--- config.mk ---
export PLATFORM = sky130hd
export DESIGN_NAME = mem_port_arbiter_flat
export DESIGN_NICKNAME = d
export VERILOG_FILES = /design/src/rtl/mem_port_arbiter_if.sv /design/src/rtl/mem_port_arbiter.sv /design/src/flat_wrapper.sv
export SDC_FILE = /design/constraint.sdc
export NUM_CORES = 1
export LEC_CHECK = 0
export BUFFER_PORTS_ARGS = -buffer_cell sky130_fd_sc_hd__buf_4
export CAP_MARGIN = 10
export CORE_AREA = 2 2 118 120
export DETAILED_ROUTE_END_ITERATION = 10
export DIE_AREA = 0 0 120 122
export PLACE_DENSITY = 0.76
export SETUP_SLACK_MARGIN = 0.1
export SLEW_MARGIN = 10
export SYNTH_ARGS = -nofsm -noshare
export SYNTH_HDL_FRONTEND = slang
export SYNTH_SLANG_ARGS = --single-unit
--- constraint.sdc ---
create_clock -name sys_clk -period 5.3 [get_ports sys_clk]
set_clock_uncertainty 0.2 [all_clocks]
set_input_delay 0.53 -clock sys_clk [delete_from_list [all_inputs] [get_ports sys_clk]]
set_output_delay 0.53 -clock sys_clk [all_outputs]
set_load 0.01 [all_outputs]
--- src/rtl/mem_port_arbiter_if.sv ---
// rtl/mem_port_arbiter_if.sv - requester and RAM-side signal bundle for mem_port_arbiter
//
// Purpose: groups the two requester handshakes, the single-port RAM port
// (address0/ad0/ce0/we0/q0) and the busy flag of mem_port_arbiter.
// Ports (signals):
//   r0_*/r1_*  req, we, addr, wdata (requester -> arbiter)
//              gnt, rvalid, rdata  (arbiter -> requester)
//   mem_*      address0, ad0, ce0, we0 (arbiter -> RAM); q0 (RAM -> arbiter)
//   busy       access issued this cycle or read in flight
// Modports: master = kernels plus RAM macro side, slave = the arbiter.
interface mem_port_arbiter_if #(
  parameter int AW = 32,
  parameter int DW = 32
);
  logic          r0_req;
  logic          r0_we;
  logic [AW-1:0] r0_addr;
  logic [DW-1:0] r0_wdata;
  logic          r0_gnt;
  logic          r0_rvalid;
  logic [DW-1:0] r0_rdata;

  logic          r1_req;
  logic          r1_we;
  logic [AW-1:0] r1_addr;
  logic [DW-1:0] r1_wdata;
  logic          r1_gnt;
  logic          r1_rvalid;
  logic [DW-1:0] r1_rdata;

  logic [AW-1:0] mem_address0;
  logic [DW-1:0] mem_ad0;
  logic          mem_ce0;
  logic          mem_we0;
  logic [DW-1:0] mem_q0;
  logic          busy;

  modport master (
    output r0_req, r0_we, r0_addr, r0_wdata,
    input  r0_gnt, r0_rvalid, r0_rdata,
    output r1_req, r1_we, r1_addr, r1_wdata,
    input  r1_gnt, r1_rvalid, r1_rdata,
    input  mem_address0, mem_ad0, mem_ce0, mem_we0,
    output mem_q0,
    input  busy
  );

  modport slave (
    input  r0_req, r0_we, r0_addr, r0_wdata,
    output r0_gnt, r0_rvalid, r0_rdata,
    input  r1_req, r1_we, r1_addr, r1_wdata,
    output r1_gnt, r1_rvalid, r1_rdata,
    output mem_address0, mem_ad0, mem_ce0, mem_we0,
    input  mem_q0,
    output busy
  );
endinterface

--- src/rtl/mem_port_arbiter.sv ---
// rtl/mem_port_arbiter.sv - round-robin two-requester arbiter for one single-port RAM
//
// Purpose: shares one single-port RAM between two requesters. At most one
// access is issued per cycle; read data is routed back to the issuer LAT
// cycles after issue (plus one register stage).
// Parameters: AW address width, DW data width, LAT RAM read latency (1..4).
// Ports:
//   sys_clk  clock, all state on the rising edge
//   sys_rst  asynchronous reset, active-high
//   bus      mem_port_arbiter_if.slave (requesters, RAM port, busy)
module mem_port_arbiter #(
  parameter int AW  = 32,
  parameter int DW  = 32,
  parameter int LAT = 1
) (
  input  logic                sys_clk,
  input  logic                sys_rst,
  mem_port_arbiter_if.slave   bus
);

  // 1 = requester 1 won most recently; resets to 1 so requester 0 wins the first tie
  logic          last_win;
  logic          gnt0;
  logic          gnt1;
  logic          ce;
  logic          we;
  logic [AW-1:0] addr;
  logic [DW-1:0] ad;
  logic          rv0;
  logic          rv1;
  logic [DW-1:0] rd0;
  logic [DW-1:0] rd1;

  // Read tracker: stage k is valid during the k-th cycle after issue,
  // so stage LAT lines up with mem_q0.
  logic [LAT:0]  trk_v;
  logic [LAT:0]  trk_id;

  logic          elig0;
  logic          elig1;
  logic          win0;
  logic          win1;
  logic          win_any;
  logic          win_we;
  logic [AW-1:0] win_addr;
  logic [DW-1:0] win_wdata;
  logic          issue_rd;

  always_comb begin
    // A requester granted this cycle still holds req; mask it so the same
    // access is not issued twice.
    elig0     = bus.r0_req && !gnt0;
    elig1     = bus.r1_req && !gnt1;
    win0      = elig0 && (!elig1 || last_win);
    win1      = elig1 && (!elig0 || !last_win);
    win_any   = win0 || win1;
    win_we    = win1 ? bus.r1_we    : bus.r0_we;
    win_addr  = win1 ? bus.r1_addr  : bus.r0_addr;
    win_wdata = win1 ? bus.r1_wdata : bus.r0_wdata;
    issue_rd  = win_any && !win_we;
  end

  always_ff @(posedge sys_clk or posedge sys_rst) begin
    if (sys_rst) begin
      last_win <= 1'b1;
      gnt0     <= 1'b0;
      gnt1     <= 1'b0;
      ce       <= 1'b0;
      we       <= 1'b0;
      addr     <= '0;
      ad       <= '0;
      trk_v    <= '0;
      trk_id   <= '0;
      rv0      <= 1'b0;
      rv1      <= 1'b0;
      rd0      <= '0;
      rd1      <= '0;
    end else begin
      gnt0 <= win0;
      gnt1 <= win1;
      ce   <= win_any;
      we   <= win_any && win_we;
      if (win_any) begin
        addr     <= win_addr;
        ad       <= win_wdata;
        last_win <= win1;
      end

      trk_v  <= {trk_v[LAT-1:0], issue_rd};
      trk_id <= {trk_id[LAT-1:0], win1};

      rv0 <= trk_v[LAT] && !trk_id[LAT];
      rv1 <= trk_v[LAT] &&  trk_id[LAT];
      if (trk_v[LAT] && !trk_id[LAT]) rd0 <= bus.mem_q0;
      if (trk_v[LAT] &&  trk_id[LAT]) rd1 <= bus.mem_q0;
    end
  end

  assign bus.r0_gnt       = gnt0;
  assign bus.r1_gnt       = gnt1;
  assign bus.r0_rvalid    = rv0;
  assign bus.r1_rvalid    = rv1;
  assign bus.r0_rdata     = rd0;
  assign bus.r1_rdata     = rd1;
  assign bus.mem_address0 = addr;
  assign bus.mem_ad0      = ad;
  assign bus.mem_ce0      = ce;
  assign bus.mem_we0      = we;
  assign bus.busy         = ce || (|trk_v);

endmodule
--- src/flat_wrapper.sv ---
// flat-port wrapper written by rule: the top's interface ports become plain ports
module mem_port_arbiter_flat 
#(
  parameter int AW  = 32,
  parameter int DW  = 32,
  parameter int LAT = 1
)
  (sys_clk, sys_rst, bus_r0_req, bus_r0_we, bus_r0_addr, bus_r0_wdata, bus_r0_gnt, bus_r0_rvalid, bus_r0_rdata, bus_r1_req, bus_r1_we, bus_r1_addr, bus_r1_wdata, bus_r1_gnt, bus_r1_rvalid, bus_r1_rdata, bus_mem_address0, bus_mem_ad0, bus_mem_ce0, bus_mem_we0, bus_mem_q0, bus_busy);
  mem_port_arbiter_if #(.AW(AW), .DW(DW)) bus_i ();
  input  logic sys_clk;
  input  logic sys_rst;
  input wire logic [$bits(bus_i.r0_req)-1:0] bus_r0_req;
  input wire logic [$bits(bus_i.r0_we)-1:0] bus_r0_we;
  input wire logic [$bits(bus_i.r0_addr)-1:0] bus_r0_addr;
  input wire logic [$bits(bus_i.r0_wdata)-1:0] bus_r0_wdata;
  output wire logic [$bits(bus_i.r0_gnt)-1:0] bus_r0_gnt;
  output wire logic [$bits(bus_i.r0_rvalid)-1:0] bus_r0_rvalid;
  output wire logic [$bits(bus_i.r0_rdata)-1:0] bus_r0_rdata;
  input wire logic [$bits(bus_i.r1_req)-1:0] bus_r1_req;
  input wire logic [$bits(bus_i.r1_we)-1:0] bus_r1_we;
  input wire logic [$bits(bus_i.r1_addr)-1:0] bus_r1_addr;
  input wire logic [$bits(bus_i.r1_wdata)-1:0] bus_r1_wdata;
  output wire logic [$bits(bus_i.r1_gnt)-1:0] bus_r1_gnt;
  output wire logic [$bits(bus_i.r1_rvalid)-1:0] bus_r1_rvalid;
  output wire logic [$bits(bus_i.r1_rdata)-1:0] bus_r1_rdata;
  output wire logic [$bits(bus_i.mem_address0)-1:0] bus_mem_address0;
  output wire logic [$bits(bus_i.mem_ad0)-1:0] bus_mem_ad0;
  output wire logic [$bits(bus_i.mem_ce0)-1:0] bus_mem_ce0;
  output wire logic [$bits(bus_i.mem_we0)-1:0] bus_mem_we0;
  input wire logic [$bits(bus_i.mem_q0)-1:0] bus_mem_q0;
  output wire logic [$bits(bus_i.busy)-1:0] bus_busy;
  assign bus_i.r0_req = bus_r0_req;
  assign bus_i.r0_we = bus_r0_we;
  assign bus_i.r0_addr = bus_r0_addr;
  assign bus_i.r0_wdata = bus_r0_wdata;
  assign bus_r0_gnt = bus_i.r0_gnt;
  assign bus_r0_rvalid = bus_i.r0_rvalid;
  assign bus_r0_rdata = bus_i.r0_rdata;
  assign bus_i.r1_req = bus_r1_req;
  assign bus_i.r1_we = bus_r1_we;
  assign bus_i.r1_addr = bus_r1_addr;
  assign bus_i.r1_wdata = bus_r1_wdata;
  assign bus_r1_gnt = bus_i.r1_gnt;
  assign bus_r1_rvalid = bus_i.r1_rvalid;
  assign bus_r1_rdata = bus_i.r1_rdata;
  assign bus_mem_address0 = bus_i.mem_address0;
  assign bus_mem_ad0 = bus_i.mem_ad0;
  assign bus_mem_ce0 = bus_i.mem_ce0;
  assign bus_mem_we0 = bus_i.mem_we0;
  assign bus_i.mem_q0 = bus_mem_q0;
  assign bus_busy = bus_i.busy;
  mem_port_arbiter #(.AW(AW), .DW(DW), .LAT(LAT)) u_core (.sys_clk(sys_clk), .sys_rst(sys_rst), .bus(bus_i));
endmodule
Word-level counts from Yosys, hierarchy flattened
Index checks and enable logic that the tools add are counted.

Mux-type cells: 3. Reductions and logical operators: 20.

Operators with widths (number): 32-bit 2-to-1 mux (2); 1-bit logical AND (8); 1-bit zero test (7); 1-bit logical OR (4); 2-bit OR reduction (1); 1-bit 2-to-1 mux (1).

Flip-flop bits (word level): 139. Bits of input ports: 166. Output and inout bits: 135. Word-level logic and storage cells: 36.

Depth between registers and ports, before layout
Gate-level depths: netlist of the first run.

Depth in word-level cells: 8. Gate-level depth with buffers: 5.

Worst setup path before layout of the first run
OpenSTA, ideal clock, no wires.

Kind: input -> register. From: in bus_r1_req. To: reg u_core.ad[14], in the netlist u_core.bus.mem_ad0[14]. Arrival time: 1.397 ns. Data required time: 4.974 ns. Slack: 3.577 ns. Stages on the path: 5. Path buffers: 2. Cells stage by stage: nor2b_4 -> nor2_1 -> buf_6 -> buf_6 -> a221o_1.

Longest elaborated chain between the ends: 5.

RTL lines: from (decl) (line flat_wrapper.sv:19) `input wire logic [$bits(bus_i.r1_req)-1:0] bus_r1_req;`; 1-bit logical AND (*) (line mem_port_arbiter.sv:53) `elig1 = bus.r1_req && !gnt1;`; 1-bit zero test (line mem_port_arbiter.sv:54) `win0 = elig0 && (!elig1 || last_win);`; 1-bit logical OR (line mem_port_arbiter.sv:54); 1-bit logical AND (line mem_port_arbiter.sv:54); 1-bit logical OR (line mem_port_arbiter.sv:56) `win_any = win0 || win1;`; to (signal assigned) (line mem_port_arbiter.sv:85) `ad <= win_wdata;`; to (decl) (line mem_port_arbiter.sv:28) `logic [DW-1:0] ad;`.

Mark *: on every way between the ends. The rest lies on a longest branch, timed or not. A chain may end at the register's enable or synchronous reset.

==> results of run 1 <==
-- state kept, by name, summed over array words and instances (netlist names) --
signal,cells
u_core.bus.mem_ad0,32
u_core.trk_id,2
u_core.bus.r0_gnt,1
u_core.bus.mem_we0,1
u_core.bus.mem_address0,32
u_core.trk_v,2
u_core.bus.mem_ce0,1
u_core.bus.r1_rdata,32
u_core.bus.r0_rdata,32
u_core.last_win,1
u_core.bus.r0_rvalid,1
u_core.bus.r1_rvalid,1
-- cell usage in the layout (no fill, tap or decap), drive strengths merged, types with 2 or more instances in the layout --
cell / n
inv: 7
nor2b: 2
clkinvlp: 6
bufinv: 3
clkbuf: 19
a221o: 64
and3: 64
a21boi: 2
mux2: 64
buf: 306
dfrtp: 137
-- final timing paths --
kind                                                          end  depth (start not counted)
min in group sys_clk                    u_core.trk_v[0]$_DFF_PP0_                          2
setup / recovery           u_core.bus.mem_address0[4]$_DFFE_PP0P_                          5
hold reg to reg                         u_core.trk_v[1]$_DFF_PP0_                          0
max in group asynchronous     u_core.bus.r0_rdata[13]$_DFFE_PP0P_                          3
setup reg to reg           u_core.bus.mem_address0[4]$_DFFE_PP0P_                          5
hold / removal                 u_core.bus.r0_rdata[9]$_DFFE_PP0P_                          2
-- cell usage after synthesis, types with 4 or more instances --
cell type	n
mux2_2	64
clkbuf_1	10
buf_6	11
buf_2	13
dfrtp_1	137
a221o_1	64
and3_1	64
inv_1	4
-- routing by layer --
layer	global-route usage	wire length (um)	vias to the layer above
met5	0	0	-
met4	0.0625	225	0
met3	0.0707	1300	21
met2	0.375	8290	224
met1	0.261	6300	2186
li1	-	-	2049
-- stage by stage --
step	instances	power [W]	utilization	worst slack [ps]	hold WS, ps
after detailed placement	833	0.00308	0.584	2680	165
after CTS	865	0.00428	0.628	2970	110
after floorplan	382	0.00229	-	875	148
after global placement	833	0.00303	0.584	2750	161
final	865	0.00425	0.628	2950	97.4
after global routing	865	0.00446	0.628	2810	130
-- power groups by stage --
| stage | combinational [W] | sequential (W) | clock (W) |
|---|---|---|---|
| finish | 0.00141 | 0.00164 | 0.00119 |
| floorplan | 0.000506 | 0.00178 | 0 |
| global placement | 0.00140 | 0.00164 | 0 |
| global route | 0.00151 | 0.00168 | 0.00127 |
| detailed placement | 0.00143 | 0.00165 | 0 |
| CTS | 0.00143 | 0.00165 | 0.00121 |
-- kinds of logic after synthesis --
kind of cell    Yosys count  synth area share
flops                   138             0.619
mux                      64             0.129
compound gates           69             0.124
buf+inv                  39            0.0442
simple gates             72            0.0839
-- final cells by class --
class	instances	area, sq um	area share
Timing Repair Buffer	306	2300	0.271
Clock inverter	13	166	0.0196
Inverter	4	20.0	0.00236
Sequential cell	138	3450	0.407
Tap cell	180	225	0.0265
Clock buffer	19	433	0.0510
Multi-Input combinational cell	205	1890	0.223
==> results by group, run 1 <==
Routing
  • Routed WL: between 15,000 and 20,000 um
  • DRT iter0 DRCs: 288
  • Vias/cell: 5.18
  • Drt wl/cell: 18.6 um
  • Remaining DRCs: 0
  • Vias: 4,480
  • DRT antenna net count: 0
  • 1st-pass router iterations: 4

Final layout
  • Post-route cell area: between 8000 and 9000 sq um
  • Fillers: approximately 1,100
  • Syn-to-layout area delta: 52.1%
  • NumNets Final: 838
  • N_diodes: 0
  • Share of layout cells above drive strength 1: 0.594

CTS
  • CTS root buf: clkbuf_16
  • Sink Count: 138
  • Clk buf depth: 2
  • CTS buffer count: 17
  • Post-CTS setup buffer count: 0
  • CTS H-tree lvls: 4
  • CTS tree: done
  • Worst-path clk slew: about 60 ps
  • Post-cts resize count: 0
  • Worst-Skew Late Latency: roughly 400 ps
  • Hold buffer count at CTS: 0

Setup path
  • CP required: between 5000 and 6000 ps
  • Critical Path Source Type: flop
  • CP max-delay cell: buf_4
  • Worst-path fanout max: between 60 and 70
  • Delay-heaviest family, CP: buffers and inverters
  • Most frequent CP cell: buf_4
  • R2r startpoint: u_core.trk_id[0]$_DFF_PP0_
  • CP Buf/Inv Count: 2
  • CP endpoint kind: flop
  • Crit Path Category: flop to flop
  • R2r setup slk: roughly 3000 ps
  • CP max stage delay: between 500 and 600 ps
  • Worst EP arrival: 2490 ps
  • Worst path cell trace: nor2b_4 -> buf_4 -> a21boi_4 -> buf_4 -> a221o_1
  • Critical Path Source: u_core.trk_id[0]$_DFF_PP0_

Yosys
  • Async SR Flop Fraction: 1.00
  • EDFF count, synth: 0
  • Cell Area, Synth: 5580 sq um
  • Leading area contributor after synthesis: dfrtp_1
  • Synth area leaders: dfrtp_1 (61%), mux2_2 (13%), a221o_1 (11%)
  • Post-synth cell types: 23
  • Avg Inst Size Synth: approximately 15 sq um
  • Ys flop type: dfrtp_1
  • Yosys reg bits: around 140
  • Mapped Cells: roughly 380
  • Net Count, Synth: 548
  • Yosys warns: 0
  • Top cell type's share of synthesized area: 0.614
  • Post-synthesis sequential area ratio: 0.619

Global route
  • Antenna violations before repair: 0
  • Largest net degree at the start of global routing: 93
  • First-pass GRT wire length: between 20,000 and 25,000 um
  • Gr usage total: 0.217
  • Vias in the first global route: around 4,600
  • Grt ovf: 0

Power and ir drop
  • Sw Ratio: 0.299
  • Reg power frac: 0.387
  • Net Switching: approximately 0.0013 W
  • Combinational share of power: 0.332
  • LEAKAGE: between 4 and 5 nW
  • Pwr Density: between 500 and 600 nW/um^2
  • Internal power: slightly below 0.003 W
  • Maximum vdd drop: 0.227 mV
  • Clock share of power: 0.281

Flow run
  • Maxcap violations: 0

Place
  • PortBufs: 300
  • DP Wirelength: approximately 11,000 um
  • Placer congestion estimate: slightly below 0.8
  • Post-DP Area: 7890 sq um

Timing
  • Rel. slew slack: 0.475
  • Unrepaired setup endpoints after global routing: false
  • Post-route minimum period: about 2400 ps
  • Slew of the pin with the lowest slew margin: around 790 ps
  • Setup TNS: 0 ps
  • Max-slew violations: 0
  • Final setup viols: 0
  • Final-report hold violation count: 0
  • Fmax: around 430 MHz
  • Ratio of final minimum period to clock period: 0.444

Die
  • Die ar.: around 15,000 sq um
  • Initial Util: 0.413
  • Core area: 13,500 sq um
  • I/O Pins: between 300 and 400
  • Die width: about 120 um
  • Row count: 43
  • Die Y-Extent: roughly 120 um

Hold path
  • Tightest Hold Check Type: input pin to asynchronous set/reset pin

Status
  • Outcome: complete, no violations
Power figures use the tool's default switching activity.
==> inputs of run 2 (changes only) <==
Settings changed: ABC_AREA set to 1, CORE_AREA 2 2 118 120 to 2 2 117 119, DIE_AREA 0 0 120 122 to 0 0 119 121, PLACE_DENSITY 0.76 to 0.78.
Clock period 5.3 ns to 2.4 ns, I/O delays scaled along.
==> run 2 against run 1 <==
Compared with the run above: routed wire length grew 44%; final area grew 23%; critical path depth unchanged; sequential cell count unchanged; highest routed layer unchanged.
==> results by group, run 2 <==
Status
  • Outcome: complete, no violations

Yosys
  • Top cell type's share of synthesized area: 0.593
  • Post-synth cell types: 18
  • Async SR Flop Fraction: 1.00
  • EDFF count, synth: 0
  • Post-synthesis sequential area ratio: 0.598
  • Yosys warns: 0
  • Net Count, Synth: 802
  • Leading area contributor after synthesis: dfrtp_1
  • Mapped Cells: 636
  • Yosys reg bits: 138
  • Synth area leaders: dfrtp_1 (59%), nand3_1 (17%), nand2_1 (9.0%)
  • Cell Area, Synth: roughly 5800 sq um
  • Ys flop type: dfrtp_1
  • List of most frequent post-synthesis cells: nand3_1 (195), nand2_1 (138), dfrtp_1 (137), inv_1 (45), o21ai_0 (41)
  • Avg Inst Size Synth: 9.09 sq um
  • Count leader, synth: nand3_1

Setup path
  • Crit Path Category: flop to flop
  • CP endpoint kind: flop
  • Worst-path fanout max: 39
  • Worst path cell trace: nor2_4 -> buf_4 -> nand3_1 -> nand3_1 -> dlygate4sd3_1
  • Most frequent CP cell: nand3_1
  • Critical Path Source Type: flop
  • Worst EP arrival: 2370 ps
  • CP max stage delay: a little under 600 ps
  • CP required: around 2500 ps
  • CP max-delay cell: dlygate4sd3_1

Global route
  • Gr usage total: 0.319
  • Antenna violations before repair: 1
  • Grt ovf: 0
  • Largest net degree at the start of global routing: just under 70
  • First-pass GRT wire length: 35,900 um
  • Vias in the first global route: 7,130

CTS
  • Sink Count: roughly 140
  • CTS root buf: clkbuf_16
  • Worst-path clk slew: 60 ps
  • Clk buf depth: 2
  • CTS H-tree lvls: 4
  • CTS buffer count: 17
  • Worst-Skew Late Latency: between 400 and 500 ps
  • CTS tree: done

Final layout
  • Syn-to-layout area delta: 80.8%
  • Share of layout cells above drive strength 1: 0.321
  • Util after Layout: 0.798
  • Most common cell after layout, fill and taps aside: buf_4
  • Most frequent cells in the layout: buf_4 (306), nand3_1 (194), dlygate4sd3_1 (164)
  • NumNets Final: 1,251

Routing
  • Routed WL: about 23,000 um
  • Drt wl/cell: approximately 18 um
  • 1st-pass router iterations: 6
  • DRT iter0 DRCs: around 600
  • Vias: about 6,800
  • Remaining DRCs: 0
  • DRT antenna net count: 0
  • Vias/cell: approximately 5.3

Hold path
  • Tightest Hold Check Type: input pin to flop

Power and ir drop
  • Pwr Density: about 990 nW/um^2
  • LEAKAGE: roughly 5.4 nW
  • Maximum vdd drop: around 0.48 mV

Timing
  • Post-route minimum period: 2230 ps
  • Final-report hold violation count: 0
  • Max-slew violations: 0
  • Slew of the pin with the lowest slew margin: around 580 ps
  • Rel. slew slack: 0.614
  • Ratio of final minimum period to clock period: 0.929
  • Unrepaired setup endpoints after global routing: false
  • Setup TNS: 0 ps
  • Fmax: roughly 450 MHz
  • Worst hold slack: 153 ps
  • Final setup viols: 0

Die
  • Row count: between 40 and 50
  • I/O Pins: roughly 300
  • Die ar.: ~14,000 sq um
  • Die width: 119 um
  • Die Y-Extent: between 100 and 150 um
  • Core area: ~13,000 sq um
  • Initial Util: 0.442

Place
  • Placer congestion estimate: just under 0.8
  • PortBufs: 300
  • DP Wirelength: about 13,000 um

Flow run
  • Maxcap violations: 0
==> run 2: worst max-delay path, delay by kind of cell (launching register included) <==
kind	cells	cell delay, ps
buffers and inverters	2	1010
and+or+nand+nor	3	510
DFF	1	440
==> run 2: layout make-up <==
type                    instances  area, sq um
diodes                          1         2.50
clock buffers                  20          457
clock inverters                11          194
fillers                       744         2640
inverters                      47          180
multi-input cells             404         1870
flip-flops and latches        138         3450
well taps                     176          220
repair buffers                477         4070
==> run 2: cells by family (layout without fill, tap and decap cells) <==
family	Yosys count	in the layout	share of synthesized area
buffers and inverters	94	555	0.0810
flip-flops	138	138	0.598
AO/OA/AOI/OAI	65	65	0.0563
AND/OR/NAND/NOR	339	339	0.265
other	0	1	0
==> run 2: through the flow <==
stage                     instances  cell area (sq um)  power [W]  setup WS, ps
final                          1274              10400     0.0103           171
after global routing           1274              10400     0.0108          98.3
after CTS                      1273              10400     0.0102           207
after detailed placement       1078               8140    0.00677           765
after global placement         1078               8140    0.00670           785
after floorplan                 636               5780    0.00497           240
==> run 2: timing repair <==
action                                  4_1_cts  5_1_grt
gates resized for setup                       0        2
hold buffers                                164        0
endpoints found under the setup margin        0       51
hold endpoints to repair                    152        0
buffers inserted                              0        0
==> run 2: power by group <==
group,internal [W],switching [W]
clock,0.00190,0.000996
combinational,0.00200,0.00181
sequential,0.00311,0.000526
==> run 2: path summary, 6_finish.rpt <==
kind | cells after the start | slack (ps) | start | end
hold reg to reg | 0 | 170 | u_core.trk_v[0]$_DFF_PP0_ | u_core.trk_v[1]$_DFF_PP0_
setup / recovery | 5 | 170 | u_core.trk_id[0]$_DFF_PP0_ | u_core.bus.mem_ad0[19]$_DFFE_PP0P_
max in group asynchronous | 4 | 1020 | sys_rst | u_core.last_win$_DFFE_PP1P_
min in group asynchronous | 3 | 280 | sys_rst | u_core.bus.r1_rdata[26]$_DFFE_PP0P_
setup reg to reg | 5 | 170 | u_core.trk_id[0]$_DFF_PP0_ | u_core.bus.mem_ad0[19]$_DFFE_PP0P_
hold / removal | 5 | 150 | bus_r1_req | u_core.bus.mem_we0$_DFF_PP0_
==> run 2: per-layer routing <==
| metal | up-vias | track usage | part of all wire |
|---|---|---|---|
| li1 | 3004 | - | - |
| met1 | 3204 | 0.353 | 0.35 |
| met2 | 472 | 0.554 | 0.50 |
| met3 | 119 | 0.0841 | 0.089 |
| met4 | 0 | 0.188 | 0.065 |
| met5 | - | 0 | 0 |
